==> src/rtl/clock_time_scheduler_if.sv <==
// Button inputs and time/mode outputs of the clock sequencing controller.
// The master drives the buttons; the slave (the scheduler) drives everything else.
interface clock_time_scheduler_if;
  logic       btn_mode;
  logic       btn_inc;
  logic [5:0] sec;
  logic       minute_tick;
  logic       hour_inc;
  logic [1:0] mode;
  logic       blink;

  modport master (
    output btn_mode, btn_inc,
    input  sec, minute_tick, hour_inc, mode, blink
  );

  modport slave (
    input  btn_mode, btn_inc,
    output sec, minute_tick, hour_inc, mode, blink
  );
endinterface

==> src/rtl/clock_time_scheduler.sv <==
// One-second timebase, seconds count, minute/hour advance pulses and RUN/SET_MIN/SET_HOUR mode FSM.
// Optional feature macro: CLOCK_SCHED_AUTO_REPEAT_EN (held btn_inc repeats once per second in set modes).
module clock_time_scheduler #(
    parameter int TICKS_PER_SEC = 50_000_000
) (
    input logic clk,
    input logic reset,
    clock_time_scheduler_if.slave bus
);
    localparam int PW = $clog2(TICKS_PER_SEC);
    localparam logic [PW-1:0] PRESC_MAX = PW'(TICKS_PER_SEC - 1);

    typedef enum logic [1:0] {
        RUN      = 2'd0,
        SET_MIN  = 2'd1,
        SET_HOUR = 2'd2
    } mode_t;

    mode_t         state;
    logic [PW-1:0] presc;
    logic [5:0]    sec_q;
    logic          mt_q, hi_q, blink_q;

    // bit 0 = btn_mode, bit 1 = btn_inc
    logic [1:0] sync1, sync2, prev;

    logic sec_pulse, mode_edge, inc_edge, inc_fire;

    assign sec_pulse = (presc == PRESC_MAX);
    assign mode_edge = sync2[0] & ~prev[0];
    assign inc_edge  = sync2[1] & ~prev[1];

`ifdef CLOCK_SCHED_AUTO_REPEAT_EN
    logic [1:0] hold;

    // Counts whole seconds of continuous hold; saturates at 2.
    always_ff @(posedge clk or posedge reset) begin
        if (reset)
            hold <= '0;
        else if (mode_edge || !sync2[1] || state == RUN)
            hold <= '0;
        else if (sec_pulse && hold != 2'd2)
            hold <= hold + 2'd1;
    end

    assign inc_fire = inc_edge | (sec_pulse & sync2[1] & (hold == 2'd2));
`else
    assign inc_fire = inc_edge;
`endif

    always_ff @(posedge clk or posedge reset) begin
        if (reset) begin
            sync1   <= '0;
            sync2   <= '0;
            prev    <= '0;
            presc   <= '0;
            sec_q   <= '0;
            mt_q    <= 1'b0;
            hi_q    <= 1'b0;
            blink_q <= 1'b1;
            state   <= RUN;
        end else begin
            sync1 <= {bus.btn_inc, bus.btn_mode};
            sync2 <= sync1;
            prev  <= sync2;
            mt_q  <= 1'b0;
            hi_q  <= 1'b0;
            presc <= sec_pulse ? '0 : presc + 1'b1;

            if (mode_edge) begin
                // Mode change wins over a coincident inc edge; no pulse this cycle.
                sec_q   <= '0;
                blink_q <= 1'b1;
                unique case (state)
                    RUN:     state <= SET_MIN;
                    SET_MIN: state <= SET_HOUR;
                    default: begin
                        state <= RUN;
                        presc <= '0;
                    end
                endcase
            end else begin
                unique case (state)
                    RUN: begin
                        blink_q <= 1'b1;
                        if (sec_pulse) begin
                            if (sec_q == 6'd59) begin
                                sec_q <= '0;
                                mt_q  <= 1'b1;
                            end else begin
                                sec_q <= sec_q + 6'd1;
                            end
                        end
                    end
                    SET_MIN: begin
                        sec_q <= '0;
                        if (sec_pulse) blink_q <= ~blink_q;
                        mt_q <= inc_fire;
                    end
                    default: begin
                        sec_q <= '0;
                        if (sec_pulse) blink_q <= ~blink_q;
                        hi_q <= inc_fire;
                    end
                endcase
            end
        end
    end

    assign bus.sec         = sec_q;
    assign bus.minute_tick = mt_q;
    assign bus.hour_inc    = hi_q;
    assign bus.mode        = state;
    assign bus.blink       = blink_q;
endmodule
==> src/flat_wrapper.sv <==
// flat-port wrapper written by rule: the top's interface ports become plain ports
module clock_time_scheduler_flat 
#(
    parameter int TICKS_PER_SEC = 50_000_000
)
  (clk, reset, bus_btn_mode, bus_btn_inc, bus_sec, bus_minute_tick, bus_hour_inc, bus_mode, bus_blink);
  clock_time_scheduler_if bus_i ();
  input logic clk;
  input logic reset;
  input wire logic [$bits(bus_i.btn_mode)-1:0] bus_btn_mode;
  input wire logic [$bits(bus_i.btn_inc)-1:0] bus_btn_inc;
  output wire logic [$bits(bus_i.sec)-1:0] bus_sec;
  output wire logic [$bits(bus_i.minute_tick)-1:0] bus_minute_tick;
  output wire logic [$bits(bus_i.hour_inc)-1:0] bus_hour_inc;
  output wire logic [$bits(bus_i.mode)-1:0] bus_mode;
  output wire logic [$bits(bus_i.blink)-1:0] bus_blink;
  assign bus_i.btn_mode = bus_btn_mode;
  assign bus_i.btn_inc = bus_btn_inc;
  assign bus_sec = bus_i.sec;
  assign bus_minute_tick = bus_i.minute_tick;
  assign bus_hour_inc = bus_i.hour_inc;
  assign bus_mode = bus_i.mode;
  assign bus_blink = bus_i.blink;
  clock_time_scheduler #(.TICKS_PER_SEC(TICKS_PER_SEC)) u_core (.clk(clk), .reset(reset), .bus(bus_i));
endmodule
==> config.mk <==
export PLATFORM = sky130hd
export DESIGN_NAME = clock_time_scheduler_flat
export DESIGN_NICKNAME = d
export VERILOG_FILES = /design/src/rtl/clock_time_scheduler_if.sv /design/src/rtl/clock_time_scheduler.sv /design/src/flat_wrapper.sv
export SDC_FILE = /design/constraint.sdc
export NUM_CORES = 1
export LEC_CHECK = 0
export CAP_MARGIN = 10
export CORE_UTILIZATION = 35
export DETAILED_ROUTE_END_ITERATION = 6
export PLACE_DENSITY = 0.62
export SLEW_MARGIN = 30
export SYNTH_ARGS = -nofsm -noshare
export SYNTH_HDL_FRONTEND = slang
export SYNTH_SLANG_ARGS = --single-unit
==> constraint.sdc <==
create_clock -name clk -period 1.6 [get_ports clk]
set_clock_uncertainty 0.05 [all_clocks]
set_input_delay 0.4 -clock clk [delete_from_list [all_inputs] [get_ports clk]]
set_output_delay 0.4 -clock clk [all_outputs]
set_load 0.005 [all_outputs]
==> results.yml, run 1 <==
detailed_routing:
  vias: 1953
  drt_iter0_markers: 63
  ant_nets: 0
  wirelength_mm: 5.46
  drtPass1Iterations: 4
  wl_per_cell_um: 14.4
  drc: 0
  vias_per_cell: 5.14
timing:
  hold_violations: 0
  fmax_mhz: 589
  maxSlewViolCount: 0
  period_share: 1.06
  setup_slack_ns: -0.0987
  setup-violations-final: 27
  finalCriticalPeriod_ns: 1.70
  relSlewSlack: 0.738
  rsz0062_at_grt: "true"
  worst-slew-pin-transition_ns: 0.392
  fin_setup_tns_ns: -2.03
worst_setup_path:
  worstPathArrival_ns: 1.87
  path_buf_inv: 1
  cp-start-kind: "flop"
  cpPeakStageDelay_ns: 0.39
  cpMaxStageDelayCell: "dfrtp_1"
  crit_fanout: 4
  crit_path_cell_trace: "nor3b_1 > nand4_4 > buf_4 > or4_1 > o21ai_1"
  critPathKind: "reg2reg"
  crit_required_ns: 1.77
  path_delay_family: "simple AND/OR/NAND/NOR gates"
  cp-end-kind: "flop"
logic_synthesis:
  netlist_top_cells_area: "dfrtp_1 47%, a21oi_1 4.2%, nand2_1 3.3%"
  syn-num-nets: 231
  synthArstFlopShare: 1.00
  synth.distinct_cells: 46
  syn-cell-area_um2: 2250
  post-synth-top-count-cell: "dfrtp_1"
  synth_ff_type: "dfrtp_1"
  syn_avg_cell_area_um2: 9.99
  ys_seq_area_frac: 0.479
  synth-seq-cells: 43
  synthCells: 225
  synth_top_cell_by_area: "dfrtp_1"
  synth-edff-count: 0
  synth_warnings: 0
  yosysTopAreaCellShare: 0.468
  synth_common_cells: "42 x dfrtp_1, 20 x nand2_1, 19 x a21oi_1"
clock_tree:
  cts_tree: "yes"
  cts.hold.buffers_added: 0
  clk_latency_ns: 0.29
  cts_made_buffers: 5
  htreeDepth: 2
  clkSlewWorstSetupHoldPaths_ns: 0.09
  clkSinkCount: 43
  clock_path_buffers: 2
  root_buffer: "clkbuf_8"
pwr:
  power_leakage_nw: 1.49
  irDropWorstVdd_mv: 0.491
  power_mw: 2.87
  powerDensity_nw_per_um2: 902
placed_design:
  routabilityCongestion: 0.800
  dp_hpwl_mm: 3.69
  dpl_cell_area_um2: 2850
  io_buffers: 14
run_status:
  violations: "negative setup slack"
  outcome: "finished, violations left"
global_route:
  grt_pass1_vias: 1917
  grtUsageTotal: 0.179
  met1_usage: 0.240
  met2_usage: 0.299
  use_met3: 0.0330
  grt_max_degree: 44
  grt-ovfl-total: 0
  antenna_found_initial: 0
  grt_pass1_wl_mm: 9.06
  grt_busiest_layer: "met2"
flow_run:
  maxCapViolations: 0
die:
  num_io_pins: 15
  die_h_um: 82.1
  start_util: 0.371
  die_area_um2: 6740
  die_w_um: 82.1
  rows: 28
  core_um2: 6060
final_layout:
  nFillCells: 556
  syn_to_final_growth_pct: 41.6
  nets: 310
  drive_above_1_share: 0.357
  postLayoutCellArea_um2: 3180
  diodes: 0
hold_path:
  hold_path_class: "reg2reg"
-- power by group --
part | switching (mW) | internal, mW
sequential | 0.0678 | 1.19
clock | 0.378 | 0.506
combinational | 0.341 | 0.385
-- final cells by class --
class | instances | area, um^2 | share of cell area
sequential | 43 | 1080 | 0.339
clock buffer | 6 | 82.6 | 0.0259
tap | 75 | 93.8 | 0.0295
multi-input combinational | 166 | 1170 | 0.367
clock inverter | 2 | 35.0 | 0.0110
inverter | 6 | 22.5 | 0.00708
timing repair buffer | 82 | 701 | 0.220
-- path summary, 6_finish.rpt --
check / startpoint / to / depth (start not counted) / slack [ns]
setup reg to reg: u_core.presc[18] / u_core.bus.sec[4] / 5 / -0.1
max in group asynchronous: reset / u_core.bus.blink / 3 / 0.84
min in group asynchronous: reset / u_core.sync2[1] / 3 / 0.39
hold reg to reg: u_core.sync1[0] / u_core.sync2[0] / 0 / 0.31
hold / removal: u_core.sync1[0] / u_core.sync2[0] / 0 / 0.31
setup / recovery: u_core.presc[18] / u_core.bus.sec[4] / 5 / -0.1
-- routing by layer --
| layer | vias up | part of all wire |
|---|---|---|
| met2 | 24 | 0.47 |
| met1 | 947 | 0.50 |
| met5 | - | 0 |
| li1 | 980 | - |
| met3 | 2 | 0.026 |
| met4 | 0 | 0.0060 |
-- logic make-up (layout without fill, tap and decap cells) --
| family | Yosys count | in the layout | share of synthesized area |
|---|---|---|---|
| and+or+nand+nor | 108 | 108 | 0.296 |
| AOI/OAI and AO/OA | 44 | 44 | 0.112 |
| DFF | 43 | 43 | 0.479 |
| buffers and inverters | 16 | 96 | 0.0540 |
| xor gates and xnor gates | 11 | 11 | 0.0429 |
| adders and majority gates | 2 | 2 | 0.0111 |
| muxes | 1 | 1 | 0.00445 |
-- timing repair --
action / in CTS / in global routing
setup endpoints to repair: 25 / 33
cloned: 0 / 0
pin swaps: 13 / 1
setup buffers: 13 / 2
gates resized for setup: 27 / 13
-- sequential cells by signal (all words and copies together), names as in the netlist --
name,count
u_core.prev,2
u_core.presc,26
u_core.bus.mode,2
u_core.bus.minute_tick,1
u_core.bus.sec,6
u_core.bus.blink,1
u_core.bus.hour_inc,1
u_core.sync1,2
u_core.sync2,2
-- stage by stage --
step	hold WS [ns]	utilization	setup slack (ns)	cells
after floorplan	0.281	-	-0.0900	225
after global routing	0.328	0.525	-0.227	380
final	0.309	0.525	-0.0987	380
after detailed placement	0.293	0.470	-0.106	357
after global placement	0.285	0.470	-0.0527	357
after CTS	0.313	0.514	-0.109	378
-- layout by cell type (no fill, tap or decap), types with 3 or more instances in the layout --
cell,netlist,routed
a21oi_1,19,18
and2_4,0,3
and3_1,3,3
and4_4,0,4
buf_4,0,58
buf_6,3,8
clkbuf_8,0,6
clkdlybuf4s50_1,0,4
dfrtp_1,42,40
dlygate4sd2_1,0,8
inv_1,6,5
nand2_1,20,20
nand3_1,11,11
nand4_1,6,6
nand4_4,1,3
nor2_1,15,15
nor3_1,3,3
o21ai_0,13,10
o31ai_1,6,6
or3_1,8,8
or4_1,8,7
xnor2_1,3,3
xor2_1,8,8
Note: power is estimated with default switching activity, not from simulation.
==> inputs of run 2 (changes only) <==
CTS_BUF_LIST = sky130_fd_sc_hd__clkbuf_4   (was unset)
GPL_TIMING_DRIVEN = 0   (was unset)
clock period = 1.4 ns   (was 1.6 ns; I/O delays follow)
==> results.yml, run 2 (same netlist as run 1, synthesis figures left out) <==
run_status:
  outcome: "finished, violations left"
  violations: "negative setup slack"
worst_setup_path:
  critPathKind: "reg2reg"
  path_buf_inv: 2
  cpMaxStageDelayCell: "dfrtp_2"
  crit_path_cell_trace: "nor4_4 > nand4_4 > o21ai_4 > buf_6 > clkbuf_16 > nor2_2"
  worstPathArrival_ns: 1.98
  path_delay_family: "simple AND/OR/NAND/NOR gates"
  crit_required_ns: 1.61
  cp-end-kind: "flop"
  crit_fanout: 6
  cpPeakStageDelay_ns: 0.48
  cp-start-kind: "flop"
timing:
  setup-violations-final: 34
  setup_slack_ns: -0.373
  rsz0062_at_grt: "true"
  fmax_mhz: 564
  maxSlewViolCount: 0
  hold_violations: 0
  relSlewSlack: 0.733
  period_share: 1.27
  finalCriticalPeriod_ns: 1.77
  worst-slew-pin-transition_ns: 0.399
  fin_setup_tns_ns: -9.72
final_layout:
  final_cell_mix: "37 x buf_4, 35 x dfrtp_1, 20 x nand2_1"
  largest_register: "u_core.presc"
  postLayoutCoreUtil: 0.523
  largest_register_ffs: 26
  drive_above_1_share: 0.460
  nets: 296
  diodes: 0
  final_common_cell: "buf_4"
  syn_to_final_growth_pct: 41.0
  nFillCells: 557
detailed_routing:
  drtPass1Iterations: 4
  wl_per_cell_um: 15.3
  ant_nets: 0
  vias: 1971
  drc: 0
  wirelength_mm: 5.59
  vias_per_cell: 5.39
  drt_iter0_markers: 52
pwr:
  power_mw: 3.11
  powerDensity_nw_per_um2: 982
  pwr-share-clk: 0.267
  p_sw_frac: 0.308
  p_switching_mw: 0.959
  irDropWorstVdd_mv: 0.594
  internal-power_mw: 2.15
  power.share.sequential: 0.463
  power_leakage_nw: 1.38
  comb_power_share: 0.270
die:
  die_h_um: 82.1
  core_um2: 6060
  rows: 28
  die_w_um: 82.1
  num_io_pins: 15
  die_area_um2: 6740
  start_util: 0.371
clock_tree:
  clock_path_buffers: 2
  cts_made_buffers: 5
  clk_latency_ns: 0.37
  htreeDepth: 2
  root_buffer: "clkbuf_4"
  cts_tree: "yes"
  clkSlewWorstSetupHoldPaths_ns: 0.15
  cts.hold.buffers_added: 0
  clkSinkCount: 43
placed_design:
  routabilityCongestion: 0.825
  dp_hpwl_mm: 3.24
  io_buffers: 14
hold_path:
  hold_path_class: "in2async"
global_route:
  grt_max_degree: 44
  grt-ovfl-total: 0
  grtUsageTotal: 0.183
  grt_pass1_vias: 1952
  antenna_found_initial: 0
  grt_pass1_wl_mm: 9.35
flow_run:
  maxCapViolations: 0
==> run 2: cell count changes in the layout (fill, tap and decap cells not counted), sizes merged <==
cell,previous run,this run
buf,68,56
dlygate4sd2,8,0
clkbuf,6,13
dlymetal6s2s,2,0
clkdlybuf4s50,4,3
clkinvlp,0,1
nand4,10,11
==> run 2: through the flow <==
step	area (um^2)	worst slack, ns	instances	hold slack [ns]
after floorplan	2320	-0.290	225	0.281
after global placement	2560	-0.573	314	0.286
after detailed placement	2560	-0.593	314	0.293
after CTS	2990	-0.372	356	0.326
after global routing	3170	-0.472	366	0.244
final	3170	-0.373	366	0.251
==> run 2: routing by layer <==
layer,vias to the layer above,wire (um),track usage
met3,8,196,0.0341
met4,0,59,0.0579
li1,958,-,-
met5,-,0,0
met1,975,2570,0.239
met2,30,2770,0.306
==> run 2: power by group through the flow <==
stage	clock network (mW)	logic (mW)	registers [mW]
floorplan	0	0.411	1.50
global placement	0	0.546	1.52
detailed placement	0	0.565	1.52
CTS	0.852	0.739	1.44
global route	0.910	0.924	1.46
finish	0.831	0.839	1.44
==> run 2: final cells by class <==
| cell class | count | area, um^2 | area share |
|---|---|---|---|
| Timing Repair Buffer | 60 | 499 | 0.158 |
| Sequential cell | 43 | 1090 | 0.343 |
| Tap cell | 75 | 93.8 | 0.0296 |
| Buffer | 7 | 92.6 | 0.0292 |
| Inverter | 6 | 26.3 | 0.00829 |
| Clock inverter | 3 | 43.8 | 0.0138 |
| Clock buffer | 5 | 37.5 | 0.0118 |
| Multi-Input combinational cell | 167 | 1290 | 0.407 |
==> run 2: final timing paths <==
check / depth (start not counted) / to / slack (ns) / from
worst max-delay path: 6 / u_core.presc[2] / -0.37 / u_core.presc[16]
worst min-delay path: 2 / u_core.prev[0] / 0.25 / reset
worst max register to register: 6 / u_core.presc[2] / -0.37 / u_core.presc[16]
worst min register to register: 0 / u_core.sync2[1] / 0.33 / u_core.sync1[1]
max in group asynchronous: 3 / u_core.bus.blink / 0.52 / reset
min in group clk: 0 / u_core.sync2[1] / 0.33 / u_core.sync1[1]
==> run 2: repair_timing <==
action | CTS | global route
pin swaps | 15 | 9
gates cloned | 1 | 2
buffers inserted | 35 | 9
endpoints found under the setup margin | 43 | 41
resized for setup | 64 | 39
==> inputs of run 3 (changes only) <==
CORE_UTILIZATION = 55   (was 35)
CTS_CLUSTER_SIZE = 40   (was unset)
PLACE_DENSITY = 0.86   (was 0.62)
==> results.yml, run 3 (same netlist as run 1, synthesis figures left out) <==
timing:
  finalCriticalPeriod_ns: 1.83
  setup_slack_ns: -0.435
  rsz0062_at_grt: "true"
  maxSlewViolCount: 0
  period_share: 1.31
  setup-violations-final: 36
  relSlewSlack: 0.677
  fin_setup_tns_ns: -12.32
  hold_violations: 0
  fmax_mhz: 545
  worst-slew-pin-transition_ns: 0.479
  holdWs_ns: 0.251
worst_setup_path:
  cp-end-kind: "flop"
  worstPathArrival_ns: 2.08
  r2r_setup_slack_ns: -0.43
  cp-startpoint: "u_core.presc[16]"
  crit_fanout: 7
  crit_required_ns: 1.64
  reg2reg_to: "u_core.presc[25]"
  crit_end: "u_core.presc[25]"
  critPathKind: "reg2reg"
  timing.rr.start: "u_core.presc[16]"
  ff2ff_path_depth: 7
  cp-start-kind: "flop"
pwr:
  power.share.sequential: 0.443
  irDropWorstVdd_mv: 0.919
  internal-power_mw: 2.29
  comb_power_share: 0.244
  powerDensity_nw_per_um2: 1040
  power_leakage_nw: 1.37
  p_switching_mw: 1.00
  p_sw_frac: 0.305
  pwr-share-clk: 0.313
clock_tree:
  htreeDepth: 2
  clock_path_buffers: 2
  cts_made_buffers: 5
  cts.hold.buffers_added: 0
  root_buffer: "clkbuf_4"
  clkSinkCount: 43
  clk_latency_ns: 0.40
  clkSlewWorstSetupHoldPaths_ns: 0.16
  cts_tree: "yes"
detailed_routing:
  vias: 2224
  drc: 0
  vias_per_cell: 6.50
  ant_nets: 0
  wl_per_cell_um: 19.9
  drt_iter0_markers: 266
  wirelength_mm: 6.80
  drtPass1Iterations: 5
placed_design:
  dp_hpwl_mm: 3.24
  io_buffers: 14
  routabilityCongestion: 0.825
global_route:
  grt_pass1_wl_mm: 9.43
  grt-ovfl-total: 0
  antenna_found_initial: 0
  grt_pass1_vias: 2032
  grtUsageTotal: 0.290
  grt_max_degree: 44
final_layout:
  syn_to_final_growth_pct: 40.6
  seqCellArea_um2: 1090
  largest_register: "u_core.presc"
  drive_above_1_share: 0.449
  final_cell_mix: "39 x buf_4, 35 x dfrtp_1, 19 x nand2_1"
  multi_input_area_um2: 1270
  nets: 299
  nFillCells: 186
  final_common_cell: "buf_4"
  largest_register_ffs: 26
  diodes: 0
die:
  start_util: 0.592
  die_h_um: 65.9
  die_w_um: 65.9
  rows: 22
  num_io_pins: 15
  core_um2: 3800
  die_area_um2: 4350
run_status:
  outcome: "finished, violations left"
  violations: "negative setup slack"
flow_run:
  maxCapViolations: 0
hold_path:
  hold_path_class: "in2async"
==> run 3: changes by cell type in the layout (fill, tap and decap cells not counted), moves of 5 or more <==
cell     delta
nor2_2      +6
a21oi_2    -10
nor2_1      -5
buf_6       +5
a21oi_1    +11
==> run 3: how the worst min path moves through the flow <==
stage / startpoint / end / slack [ns] / depth (start not counted)
after floorplan: u_core.sync1[0] / u_core.sync2[0] / 0.28 / 0
after global placement: u_core.sync1[1] / u_core.sync2[1] / 0.28 / 0
after detailed placement: u_core.sync1[1] / u_core.sync2[1] / 0.30 / 0
after CTS: u_core.sync1[1] / u_core.sync2[1] / 0.33 / 0
after global routing: reset / u_core.presc[22] / 0.30 / 2
final: reset / u_core.presc[22] / 0.25 / 2
==> run 3: power by group through the flow <==
stage | clock [mW] | combinational [mW] | sequential [mW]
2_1_floorplan | 0 | 0.411 | 1.50
3_3_place_gp | 0 | 0.532 | 1.51
3_5_place_dp | 0 | 0.557 | 1.52
4_1_cts | 0.983 | 0.722 | 1.45
5_1_grt | 1.07 | 0.887 | 1.47
6_report | 1.03 | 0.804 | 1.46
==> run 3: per-stage QoR <==
| stage | cell area [um^2] | utilization | instances | setup slack (ns) | power (mW) |
|---|---|---|---|---|---|
| 2_1_floorplan | 2320 | - | 225 | -0.290 | 1.91 |
| 3_3_place_gp | 2520 | 0.664 | 287 | -0.501 | 2.05 |
| 3_5_place_dp | 2520 | 0.664 | 287 | -0.560 | 2.08 |
| 4_1_cts | 2940 | 0.773 | 324 | -0.361 | 3.15 |
| 5_1_grt | 3160 | 0.832 | 342 | -0.539 | 3.43 |
| 6_report | 3160 | 0.832 | 342 | -0.435 | 3.29 |
==> run 3: layout make-up <==
cell class,count,area share
multi-input cells,167,0.403
well taps,48,0.0190
clock buffers,5,0.0119
clock inverters,3,0.0214
inverters,6,0.00832
flip-flops and latches,43,0.344
plain buffers,7,0.0230
repair buffers,63,0.170
==> run 3: critical path, cell delays in order, from the launching register on <==
cell and delay, ns:
dfrtp_2 0.46, nor4_4 0.37, nand4_4 0.20, buf_6 0.17, o21ai_4 0.22, buf_4 0.16
buf_6 0.08, a21oi_2 0.03
==> run 3: timing repair <==
action	4_1_cts	5_1_grt
pin swaps	22	10
endpoints found under the setup margin	43	42
buffers inserted	31	17
gates cloned	1	2
gates resized for setup	69	29
==> run 3: routing by layer <==
layer | track usage | vias up | wire [um]
met4 | 0.141 | 0 | 315
met1 | 0.358 | 1093 | 2540
li1 | - | 966 | -
met2 | 0.482 | 134 | 3470
met3 | 0.0569 | 31 | 476
met5 | 0 | - | 0
